`config.mk`:
```
export PLATFORM = sky130hd
export DESIGN_NAME = shiftin_rx
export DESIGN_NICKNAME = d
export VERILOG_FILES = /design/src/rtl/shiftin_rx_pkg.sv /design/src/rtl/shiftin_rx_sync_edge.sv /design/src/rtl/shiftin_rx.sv
export SDC_FILE = /design/constraint.sdc
export NUM_CORES = 1
export LEC_CHECK = 0
export BUFFER_PORTS_ARGS = -buffer_cell sky130_fd_sc_hd__buf_2
export CAP_MARGIN = 20
export CORE_ASPECT_RATIO = 0.9
export CORE_MARGIN = 2
export CORE_UTILIZATION = 55
export DETAILED_ROUTE_END_ITERATION = 10
export GPL_TIMING_DRIVEN = 0
export HOLD_SLACK_MARGIN = 0.03
export PLACE_DENSITY = 0.82
export SLEW_MARGIN = 20
export SYNTH_ARGS = -nofsm -noshare
export SYNTH_HDL_FRONTEND = slang
export SYNTH_HIERARCHICAL = 1
export SYNTH_SLANG_ARGS = --single-unit
```
`constraint.sdc`:
```
create_clock -name clk_i -period 4.1 [get_ports clk_i]
set_input_delay 0.205 -clock clk_i [delete_from_list [all_inputs] [get_ports clk_i]]
set_output_delay 0.205 -clock clk_i [all_outputs]
set_load 0.005 [all_outputs]
```
`src/rtl/shiftin_rx_pkg.sv`:
```
// Shared definitions for the 3-wire serial receive link (ser/sclk/lclk).
// Holds the default word length, the default synchroniser depth and the
// receive FSM state encodings.
package shiftin_rx_pkg;

  localparam int SHIFT_IF_WIDTH      = 16;
  localparam int DEFAULT_SYNC_STAGES = 2;

  typedef enum logic [1:0] {
    ST_IDLE    = 2'd0,
    ST_SHIFT   = 2'd1,
    ST_OVERRUN = 2'd2
  } state_e;

endpackage

```
`src/rtl/shiftin_rx_sync_edge.sv`:
```
// Synchroniser chain plus rising-edge detector for one asynchronous line.
// The edge strobe is high for one clk_i cycle after the synchronised level
// goes from 0 to 1.
module shiftin_rx_sync_edge #(
  parameter int STAGES = 2
) (
  input  logic clk_i,
  input  logic reset_ni,
  input  logic d_i,
  output logic rise_o
);

  logic [STAGES-1:0] chain_q, chain_d;
  logic              prev_q, prev_d;

  // Next state: shift the raw line into the chain, remember the last synced level.
  always_comb begin
    chain_d = {chain_q[STAGES-2:0], d_i};
    prev_d  = chain_q[STAGES-1];
  end

  // Synchroniser and history flops.
  always_ff @(posedge clk_i or negedge reset_ni) begin
    if (!reset_ni) begin
      chain_q <= '0;
      prev_q  <= 1'b0;
    end else begin
      chain_q <= chain_d;
      prev_q  <= prev_d;
    end
  end

  assign rise_o = chain_q[STAGES-1] & ~prev_q;

endmodule

```
`src/rtl/shiftin_rx.sv`:
```
// Receive end of the serial DAC link. ser_i is shifted in MSB first on each
// synchronised sclk rise; an lclk rise copies the shift register to data_o
// and pulses data_rdy_o for one cycle.
// Optional feature macro: SHIFTIN_RX_FRAME_CHECK_EN -- when defined,
// frame_err_o pulses with data_rdy_o if the frame did not hold exactly
// WIDTH bits; otherwise frame_err_o is tied low.
module shiftin_rx
  import shiftin_rx_pkg::*;
#(
  parameter int WIDTH       = SHIFT_IF_WIDTH,
  parameter int SYNC_STAGES = DEFAULT_SYNC_STAGES
) (
  input  logic             clk_i,
  input  logic             reset_ni,
  input  logic             ser_i,
  input  logic             sclk_i,
  input  logic             lclk_i,
  output logic [WIDTH-1:0] data_o,
  output logic             data_rdy_o,
  output logic             frame_err_o
);

  // Counter reaches WIDTH+1 at most (saturates in OVERRUN).
  localparam int               CNT_W    = $clog2(WIDTH + 2);
  localparam logic [CNT_W-1:0] CNT_FULL = CNT_W'(WIDTH);
  localparam logic [CNT_W-1:0] CNT_ONE  = CNT_W'(1);

  logic                   sclk_rise, lclk_rise;
  logic [SYNC_STAGES-1:0] ser_sync_q, ser_sync_d;
  logic                   ser_sync;

  logic [WIDTH-1:0] shreg_q, shreg_d, shreg_shift;
  logic [CNT_W-1:0] cnt_q, cnt_d, cnt_shift;
  state_e           state_q, state_d, state_shift;
  logic [WIDTH-1:0] data_q, data_d;
  logic             data_rdy_q, data_rdy_d;

  shiftin_rx_sync_edge #(.STAGES(SYNC_STAGES)) u_sclk_sync (
    .clk_i    (clk_i),
    .reset_ni (reset_ni),
    .d_i      (sclk_i),
    .rise_o   (sclk_rise)
  );

  shiftin_rx_sync_edge #(.STAGES(SYNC_STAGES)) u_lclk_sync (
    .clk_i    (clk_i),
    .reset_ni (reset_ni),
    .d_i      (lclk_i),
    .rise_o   (lclk_rise)
  );

  // Data line uses the same depth as sclk so the sampled bit lines up with its edge.
  always_comb begin
    ser_sync_d = {ser_sync_q[SYNC_STAGES-2:0], ser_i};
  end
  assign ser_sync = ser_sync_q[SYNC_STAGES-1];

  // Shift step first, so a latch in the same cycle sees the new bit and its count.
  always_comb begin
    shreg_shift = shreg_q;
    cnt_shift   = cnt_q;
    state_shift = state_q;
    if (sclk_rise) begin
      shreg_shift = {shreg_q[WIDTH-2:0], ser_sync};
      case (state_q)
        ST_IDLE: begin
          cnt_shift   = cnt_q + CNT_ONE;
          state_shift = ST_SHIFT;
        end
        ST_SHIFT: begin
          cnt_shift = cnt_q + CNT_ONE;
          if (cnt_q == CNT_FULL) begin
            state_shift = ST_OVERRUN;
          end
        end
        ST_OVERRUN: begin
          cnt_shift   = cnt_q;
          state_shift = ST_OVERRUN;
        end
        default: begin
          cnt_shift   = cnt_q;
          state_shift = ST_IDLE;
        end
      endcase
    end
  end

`ifdef SHIFTIN_RX_FRAME_CHECK_EN
  logic frame_err_q, frame_err_d;
`endif

  // Latch step: transfer the word, clear the count, shift register is kept.
  always_comb begin
    shreg_d    = shreg_shift;
    cnt_d      = cnt_shift;
    state_d    = state_shift;
    data_d     = data_q;
    data_rdy_d = 1'b0;
`ifdef SHIFTIN_RX_FRAME_CHECK_EN
    frame_err_d = 1'b0;
`endif
    if (lclk_rise) begin
      data_d     = shreg_shift;
      data_rdy_d = 1'b1;
      cnt_d      = '0;
      state_d    = ST_IDLE;
`ifdef SHIFTIN_RX_FRAME_CHECK_EN
      frame_err_d = (cnt_shift != CNT_FULL);
`endif
    end
  end

  // FSM, datapath and registered outputs.
  always_ff @(posedge clk_i or negedge reset_ni) begin
    if (!reset_ni) begin
      ser_sync_q <= '0;
      shreg_q    <= '0;
      cnt_q      <= '0;
      state_q    <= ST_IDLE;
      data_q     <= '0;
      data_rdy_q <= 1'b0;
`ifdef SHIFTIN_RX_FRAME_CHECK_EN
      frame_err_q <= 1'b0;
`endif
    end else begin
      ser_sync_q <= ser_sync_d;
      shreg_q    <= shreg_d;
      cnt_q      <= cnt_d;
      state_q    <= state_d;
      data_q     <= data_d;
      data_rdy_q <= data_rdy_d;
`ifdef SHIFTIN_RX_FRAME_CHECK_EN
      frame_err_q <= frame_err_d;
`endif
    end
  end

  assign data_o     = data_q;
  assign data_rdy_o = data_rdy_q;
`ifdef SHIFTIN_RX_FRAME_CHECK_EN
  assign frame_err_o = frame_err_q;
`else
  assign frame_err_o = 1'b0;
`endif

endmodule

```
==> flow_summary.yaml <==
cts:
  h-tree-depth: 2
  cts-root-buf: "clkbuf_4"
  cts_buffers: 5
  clk_latency_ns: 0.35
  cts_tree: "yes"
  clk_pin_slew_ns: 0.12
  clk_path_buf_depth: 2
  clock-sinks: 41
power:
  p_seq_frac: 0.521
  combPwrFrac: 0.265
  internal_power_uw: 875
  p_sw_uw: 289
  swShare: 0.248
  p_leak_nw: 0.907
  pwr-share-clk: 0.213
  power_density_nw_per_um2: 647
  worst_ir_drop_vdd_uv: 338
synthesis:
  synthCells: 81
  syn_area_um2: 1540
  avgSynthCellArea_um2: 19.1
  synth_warnings: 6
  yosysSeqAreaShare: 0.665
  ys_types: 9
  synth-seq-cells: 41
  synth_nets: 86
routing:
  wirelength_um: 2000
  drt_iter0_drc: 5
  wl_per_cell_um: 14.0
  first_pass_iters: 4
  vias: 728
  via_per_inst: 5.09
  drc_errors: 0
  drtAntennaViolNets: 0
global_routing:
  grt_pass1_wl_um: 3490
  gr-total-overflow: 0
  grt_use_total: 0.157
  antenna_found_initial: 0
  grt_max_degree: 42
  grt_pass1_vias: 786
status:
  outcome: "complete, no violations"
worst_hold_path:
  hold_path.class: "register to register"
floorplanning:
  core.rowCount: 18
  core_um2: 2700
  num_io_pins: 23
  initial_core_util: 0.571
  die_h_um: 54.3
  die_width_um: 59.9
  dieArea_um2: 3250
critical_path:
  critical_path_arrival_ns: 1.73
  r2r-end: "data_o[10]"
  critPathKind: "register to register"
  cp-startpoint: "u_sclk_sync/prev_q"
  crit_end: "data_o[10]"
  r2r_setup_slack_ns: 2.61
  cp_max_fo: 10
  required_ns: 4.34
  reg2reg_depth: 5
  end_kind: "register"
  cp-start-kind: "register"
  r2r_start: "u_sclk_sync/prev_q"
timing:
  finalCriticalPeriod_ns: 1.49
  rsz0062_at_grt: "no"
  fin_tns_setup_ns: 0
  fmax_ghz: 0.671
  hold_ws_ns: 0.361
  finalMaxSlewViolations: 0
  tightest_slew_ns: 0.845
  skew_ns: 0.0119
  final-setup-viol-count: 0
  worst_slack_ns: 2.61
  slew-limit-headroom: 0.436
  finalHoldViolCount: 0
  post-route-period-util: 0.363
final_layout:
  diodes: 0
  layout-area-overhead-vs-synth_pct: 16.5
  final_layout_size_suffix_gt1_frac: 0.593
  final_nets: 118
  seq_area_um2: 1030
  fillCellCount: 197
  multi_input_area_um2: 467
placement:
  io_buffer_count: 21
  dpl.hpwl_um: 1340
  globalplace.congestion: 0.673
  dpl_worst_slack_ns: 2.62
flow_run:
  drv_cap: 0
-- synthesized netlist by cell type --
cell / number / area share
buf_12: 1 / 0.013
mux2_4: 20 / 0.19
buf_4: 2 / 0.0097
conb_1: 1 / 0.0024
nor2b_4: 2 / 0.018
buf_6: 1 / 0.0073
buf_2: 1 / 0.0032
mux2_2: 12 / 0.088
dfrtp_1: 41 / 0.66
-- state kept, by name (all words and copies together), names as in the netlist --
register,count
ser_sync_q,2
u_lclk_sync/chain_q,2
u_lclk_sync/prev_q,1
u_sclk_sync/prev_q,1
u_sclk_sync/chain_q,2
shreg_q,16
data_rdy_o,1
data_o,16
-- worst max-delay path, stage by stage (launching register included) --
cell and delay [ns]:
dfrtp_1 0.41, nor2b_4 0.11, buf_6 0.14, buf_12 0.15, mux2_4 0.31, mux2_4 0.26
-- metrics by stage --
step	utilization	cells	cell area [µm²]	power [mW]
2_1_floorplan	-	81	1540	0.815
3_3_place_gp	0.624	132	1690	0.913
5_1_grt	0.666	143	1800	1.24
6_report	0.666	143	1800	1.16
4_1_cts	0.666	143	1800	1.18
3_5_place_dp	0.624	132	1690	0.928
-- logic make-up (layout without fill, tap and decap cells) --
family | Yosys count | in the layout | share of synthesized area
and+or+nand+nor | 2 | 2 | 0.0178
buffers and inverters | 5 | 37 | 0.0332
DFF | 41 | 41 | 0.665
other | 1 | 1 | 0.00243
muxes | 32 | 32 | 0.282
-- worst min-delay path by stage --
stage | endpoint | cells past startpoint | slack [ns] | from
finish | ser_sync_q[1] | 0 | 0.36 | ser_sync_q[0]
global route | ser_sync_q[1] | 0 | 0.38 | ser_sync_q[0]
CTS | ser_sync_q[1] | 0 | 0.36 | ser_sync_q[0]
detailed placement | u_sclk_sync/chain_q[0] | 1 | 0.31 | sclk_i
global placement | ser_sync_q[0] | 1 | 0.31 | ser_i
floorplan | data_o[0] | 0 | -0.09 | reset_ni
-- power by group through the flow --
stage	registers (mW)	logic, mW	clock network [mW]
after CTS	0.610	0.315	0.255
after floorplan	0.611	0.204	0
after detailed placement	0.617	0.311	0
final	0.607	0.309	0.248
after global routing	0.627	0.342	0.271
after global placement	0.610	0.303	0
-- routing by layer --
layer | up-vias | global-route usage | share of wire
li1 | 341 | - | -
met1 | 358 | 0.190 | 0.47
met2 | 21 | 0.236 | 0.45
met3 | 8 | 0.0638 | 0.046
met4 | 0 | 0.100 | 0.029
met5 | - | 0 | 0
-- what timing repair did --
| item | in CTS | in global routing |
|---|---|---|
| hold endpoints to repair | 44 | 0 |
| hold buffers | 4 | 0 |
| setup buffers | 0 | 0 |
| resized for setup | 0 | 0 |
-- placed cells by master, fill, tap and decap left out --
| cell type | n |
|---|---|
| buf_2 | 22 |
| conb_1 | 1 |
| buf_6 | 1 |
| buf_4 | 2 |
| mux2_2 | 12 |
| nor2b_4 | 2 |
| mux2_4 | 20 |
| bufinv_16 | 1 |
| dfrtp_1 | 41 |
| buf_12 | 1 |
| clkinv_2 | 1 |
| dlygate4sd3_1 | 4 |
| clkbuf_4 | 5 |
-- layout make-up --
class,count,share of cell area
timing repair buffer,25,0.0807
sequential,41,0.570
buffer,5,0.0285
multi-input combinational,35,0.259
tap,30,0.0209
clock inverter,2,0.0195
clock buffer,5,0.0209
Note: power is estimated with default switching activity, not from simulation.
